File: config.mk
export PLATFORM = sky130hd
export DESIGN_NAME = seg7_scan_driver
export DESIGN_NICKNAME = d
export VERILOG_FILES = /design/src/rtl/seg7_scan_driver_pkg.sv /design/src/rtl/seg7_hex_decoder.sv /design/src/rtl/seg7_scan_driver.sv
export SDC_FILE = /design/constraint.sdc
export NUM_CORES = 1
export LEC_CHECK = 0
export CAP_MARGIN = 10
export CORE_UTILIZATION = 62
export DETAILED_ROUTE_END_ITERATION = 7
export DONT_BUFFER_PORTS = 1
export GPL_ROUTABILITY_DRIVEN = 0
export PLACE_DENSITY = 0.76
export SYNTH_ARGS = -nofsm -noshare
export SYNTH_HDL_FRONTEND = slang
export SYNTH_SLANG_ARGS = --single-unit
File: constraint.sdc
create_clock -name clk -period 2.48 [get_ports clk]
set_clock_uncertainty 0.05 [all_clocks]
set_input_delay 0.496 -clock clk [delete_from_list [all_inputs] [get_ports clk]]
set_output_delay 0.496 -clock clk [all_outputs]
set_load 0.02 [all_outputs]
File: src/rtl/seg7_scan_driver_pkg.sv
// seg7_scan_driver_pkg: shared display constants, FSM states, shadow layout and hex-to-segment table
package seg7_scan_driver_pkg;

    localparam logic [3:0] AN_OFF    = 4'b1111;
    localparam logic [6:0] SEG_BLANK = 7'h7F;

    typedef enum logic {ST_OFF, ST_SCAN} state_e;

    typedef struct packed {
        logic [15:0] digits;
        logic [3:0]  dp;
        logic [3:0]  blank;
    } shadow_t;

    // Active-low segment patterns, entry 15 first: F E d C b A 9 8 7 6 5 4 3 2 1 0
    localparam logic [15:0][6:0] HEX2SEG = {
        7'h0E, 7'h06, 7'h21, 7'h46, 7'h03, 7'h08, 7'h10, 7'h00,
        7'h78, 7'h02, 7'h12, 7'h19, 7'h30, 7'h24, 7'h79, 7'h40
    };

endpackage

File: src/rtl/seg7_hex_decoder.sv
// seg7_hex_decoder: combinational 4-bit hex to active-low 7-segment pattern, seg_o[0]=a ... seg_o[6]=g
module seg7_hex_decoder
    import seg7_scan_driver_pkg::*;
(
    input  logic [3:0] hex_i,
    output logic [6:0] seg_o
);

    assign seg_o = HEX2SEG[hex_i];

endmodule

File: src/rtl/seg7_scan_driver.sv
// seg7_scan_driver: 4-digit multiplexed 7-seg scanner with per-frame shadowing and optional blink (macro SEG7_SCAN_BLINK_GEN_EN)
module seg7_scan_driver
    import seg7_scan_driver_pkg::*;
#(
    parameter int REFRESH_DIV = 100_000,
    parameter int BLINK_DIV   = 50_000_000
) (
    input  logic        clk,
    input  logic        rst_n,
    input  logic        en,
    input  logic [15:0] digits,
    input  logic [3:0]  dp_mask,
    input  logic [3:0]  blank_mask,
    output logic [3:0]  an,
    output logic [6:0]  seg,
    output logic        dp,
    output logic        blink,
    output logic        frame_start
);

    localparam int RW = $clog2(REFRESH_DIV);

    if (REFRESH_DIV < 2 || BLINK_DIV < 2) begin : g_bad_div
        $error("seg7_scan_driver: REFRESH_DIV and BLINK_DIV must be >= 2");
    end

    state_e          st_q;
    logic [RW-1:0]   refresh_cnt_q;
    logic [1:0]      idx_q;
    shadow_t         shadow_q;
    shadow_t         shadow_d;
    logic [3:0]      an_q;
    logic [6:0]      seg_q;
    logic            dp_q;
    logic            fs_q;
    logic [3:0]      hex_d;
    logic [6:0]      dec_seg;
    logic [6:0]      seg_d;
    logic [3:0]      an_d;
    logic            dp_d;
    logic            wrap;

    assign shadow_d = {digits, dp_mask, blank_mask};
    assign hex_d    = shadow_q.digits[{idx_q, 2'b00} +: 4];
    assign seg_d    = shadow_q.blank[idx_q] ? SEG_BLANK : dec_seg;
    assign an_d     = ~(4'b0001 << idx_q);
    assign dp_d     = ~shadow_q.dp[idx_q];
    assign wrap     = refresh_cnt_q == RW'(REFRESH_DIV - 1);

    seg7_hex_decoder u_dec (
        .hex_i (hex_d),
        .seg_o (dec_seg)
    );

    // Scan FSM: shadow load at frame boundaries, digit index stepping and registered pin drive
    always_ff @(posedge clk or negedge rst_n) begin
        if (!rst_n) begin
            st_q          <= ST_OFF;
            refresh_cnt_q <= '0;
            idx_q         <= '0;
            shadow_q      <= '0;
            an_q          <= AN_OFF;
            seg_q         <= SEG_BLANK;
            dp_q          <= 1'b1;
            fs_q          <= 1'b0;
        end else if (st_q == ST_OFF || !en) begin
            refresh_cnt_q <= '0;
            idx_q         <= '0;
            an_q          <= AN_OFF;
            seg_q         <= SEG_BLANK;
            dp_q          <= 1'b1;
            fs_q          <= 1'b0;
            st_q          <= ST_OFF;
            if (st_q == ST_OFF && en) begin
                st_q     <= ST_SCAN;
                shadow_q <= shadow_d;
                fs_q     <= 1'b1;
            end
        end else begin
            an_q          <= an_d;
            seg_q         <= seg_d;
            dp_q          <= dp_d;
            fs_q          <= 1'b0;
            refresh_cnt_q <= wrap ? '0 : refresh_cnt_q + RW'(1);
            if (wrap) begin
                idx_q <= idx_q + 2'd1;
                if (idx_q == 2'd3) begin
                    shadow_q <= shadow_d;
                    fs_q     <= 1'b1;
                end
            end
        end
    end

    assign an          = an_q;
    assign seg         = seg_q;
    assign dp          = dp_q;
    assign frame_start = fs_q;

`ifdef SEG7_SCAN_BLINK_GEN_EN
    localparam int BW = $clog2(BLINK_DIV);

    logic [BW-1:0] blink_cnt_q;
    logic          blink_q;

    // Blink half-period counter; runs only while scanning, held at visible otherwise
    always_ff @(posedge clk or negedge rst_n) begin
        if (!rst_n) begin
            blink_cnt_q <= '0;
            blink_q     <= 1'b1;
        end else if (st_q == ST_SCAN && en) begin
            blink_cnt_q <= (blink_cnt_q == BW'(BLINK_DIV - 1)) ? '0 : blink_cnt_q + BW'(1);
            blink_q     <= (blink_cnt_q == BW'(BLINK_DIV - 1)) ? ~blink_q : blink_q;
        end else begin
            blink_cnt_q <= '0;
            blink_q     <= 1'b1;
        end
    end

    assign blink = blink_q;
`else
    assign blink = 1'b1;
`endif

endmodule

==> results of run 1 <==
-- logic make-up (layout without fill, tap and decap cells) --
| family | Yosys count | count (layout) | share of synthesized area, % |
|---|---|---|---|
| muxes | 33 | 33 | 15.9 |
| DFF | 57 | 57 | 52.5 |
| and+or+nand+nor | 67 | 67 | 13.2 |
| xor gates and xnor gates | 13 | 13 | 4.15 |
| adders and majority gates | 11 | 11 | 5.02 |
| AOI/OAI and AO/OA | 21 | 21 | 5.34 |
| buffers and inverters | 20 | 29 | 3.69 |
| other | 1 | 1 | 0.137 |
-- final cells by class --
cell class	instances	area share (%)
clock buffers	12	4.80
clock inverters	3	2.15
inverters	9	1.12
multi-input cells	146	39.8
flip-flops and latches	57	47.7
well taps	50	2.07
repair buffers	5	2.40
-- layout by cell type (no fill, tap or decap), drive strengths merged, types with 3 or more instances in the layout --
cell type  synthesis  final
mux2              25     25
a21oi              7      7
nand2b             3      3
dfrtp             45     45
nand2             17     17
mux4               6      6
clkbuf             4     12
nand3              4      4
o221ai             4      4
o21ai              4      4
xnor2              5      5
buf                7      4
nor2              18     18
and4               3      3
xor2               8      8
ha                11     11
o31ai              3      3
dfstp             12     12
inv                9      9
nand4              5      5
-- per-layer routing --
layer | vias to the layer above | routed length, µm | part of all wire, %
met1 | 853 | 2300 | 46
li1 | 788 | - | -
met2 | 51 | 2290 | 46
met5 | - | 0 | 0
met4 | 0 | 111 | 2.2
met3 | 10 | 310 | 6.2
-- sequential cells by signal, indices dropped and copies added (netlist names) --
name           count
refresh_cnt_q     17
dp                 1
frame_start        1
seg                7
idx_q              2
shadow_q          24
an                 4
st_q               1
-- worst max-delay path: stages (launching register included) --
cell     delay [ns]
dfrtp_1        0.39
ha_1           0.22
and4_1         0.41
nand2_4        0.12
o31ai_4        0.44
buf_12         0.22
mux2_2         0.35
-- power by group --
part	switching [mW]	total [mW]	leakage, nW	internal (mW)
logic	0.121	0.237	0.437	0.115
clock network	0.346	0.932	0.106	0.586
registers	0.0528	1.06	0.697	1.01
-- path summary, 6_finish.rpt --
path | start | cells after the start | end | slack (ns)
worst min register to register | refresh_cnt_q[0] | 1 | refresh_cnt_q[0] | 0.44
worst min-delay path | en | 0 | st_q | 0.13
min in group asynchronous | rst_n | 2 | shadow_q[1] | 0.63
worst max-delay path | refresh_cnt_q[0] | 6 | shadow_q[9] | 0.15
worst max register to register | refresh_cnt_q[0] | 6 | shadow_q[9] | 0.15
max in group asynchronous | rst_n | 2 | an[2] | 1.48
-- repair_timing --
action	in CTS	in global routing
endpoints found under the hold margin	57	0
buffers inserted	0	0
hold buffers	2	0
endpoints found under the setup margin	0	0
==> summary.md, run 1 <==
| Metric | Value |
|---|---|
| Status | complete, no violations |
| Seq cells post-synth | 57 |
| Initial drt markers | 83 |
| Top Usage Layer GRT | met2 |
| Post-place setup slack | 0.175 ns |
| Synth area leaders | dfrtp_1 (41%), dfstp_2 (11%), mux2_2 (9.4%) |
| Placed Cells | 265 |
| Cell taking the most area after synthesis | dfrtp_1 |
| # DRC | 0 |
| Io pins | 41 |
| Sum of negative setup slack | 0 ns |
| Vias/cell | 6.04 |
| Multi-input combinational cell area | 1200 µm² |
| Setup CP Type | flip-flop to flip-flop |
| Share of the synthesized area in the top cell type | 41.0% |
| Mean post-synth cell area | 12.3 µm² |
| Port Buf Inserts | 0 |
| Tot Pwr | 2.23 mW |
| Post-route insts no fill | 282 |
| Antenna diode count | 0 |
| Cells after synthesis | 223 |
| Register Area | 1440 µm² |
| Cts bufs inserted | 9 |
| Setup WS post-layout | 0.155 ns |
| GR Layer Usage met3 | 8.55% |
| Vias in the first global route | 1698 |
| Grt ovf | 0 |
| Met2 usage | 35.2% |
| YS warnings | 0 |
| RSZ-0062 raised after global routing | false |
| Area Growth Syn to Fin | 10.1% |
| Layout Nets | 266 |
| Count of cell types in the netlist | 45 |
| CTS tree | built |
| Total track usage | 24.1% |
| Crit end category | flip-flop |
| Post-synth EDFFs | 0 |
| Tmin final | 2.33 ns |
| Wire length per cell | 17.8 µm |
| Pin count of the biggest net entering global routing | 58 |
| Initial Util | 66.7% |
| Crit path DAT | 2.50 ns |
| Total of max-cap violations | 0 |
| Crit path max fanout | 21 |
| Die X | 68.5 µm |
| CTS max path bufs | 2 |
| Peak supply drop | 0.471 mV |
| Die area | 4700 µm² |
| Tightest Hold Check Type | input pin to flip-flop |
| Syn Nets | 261 |
| Top FF cell, synth | dfrtp_1 |
| Fillcell total | 274 |
| Lkg Pwr | 1.24 nW |
| Asr flop ratio synth | 100% |
| Clock sinks | 57 |
| Fin area | 3020 µm² |
| Placed inst area | 2770 µm² |
| Detailed Routing Iterations Pass 1 | 4 |
| Hold WS | 0.132 ns |
| Core ar. | 4120 µm² |
| Via count | 1702 |
| Top-count cell post-synth | dfrtp_1 |
| Final count of negative-setup-slack endpoints | 0 |
| Routed WL | 5.01 mm |
| Synth top cells by count | dfrtp_1 (45), mux2_2 (23), nor2_1 (18) |
| H-tree depth | 3 |
| Clock transition at path regs | 0.06 ns |
| Final HPWL DP | 3.49 mm |
| Util after Layout | 73.4% |
| Initial antenna violation count | 0 |
| GR Util met1 | 31.6% |
| Seq/Total Area, Yosys | 52.5% |
| Clk Latency, worst-skew pair | 0.34 ns |
| Final Hold Fails | 0 |
| Slew Limit Fails | 0 |
| Share of cells above drive strength 1 | 27.2% |
| First-pass GRT wire length | 7.87 mm |
| Resized Gates After CTS | 0 |
| Clk root buf | clkbuf_8 |
| Synth Cell Area | 2740 µm² |
| P per Cell Area | 739 nW/µm² |
| Row count | 23 |
| Worst EP required | 2.65 ns |
| CP startpoint kind | flip-flop |
| FMAX | 430 MHz |
| Routed Antenna Nets | 0 |
| DIE HEIGHT | 68.5 µm |
| Tcrit/Tclk final | 93.8% |
(Power assumes the default switching activity.)
==> run 2, diff against run 1 <==
--- a/constraint.sdc
+++ b/constraint.sdc
@@ -4,2 +4,2 @@
 set_output_delay 0.496 -clock clk [all_outputs]
-set_load 0.02 [all_outputs]
+set_load 0.05 [all_outputs]
==> results of run 2 <==
Same layout as run 1 (identical final DEF). Status: complete, no violations.
Main changes from that run: total power 2.23 mW -> 2.26 mW
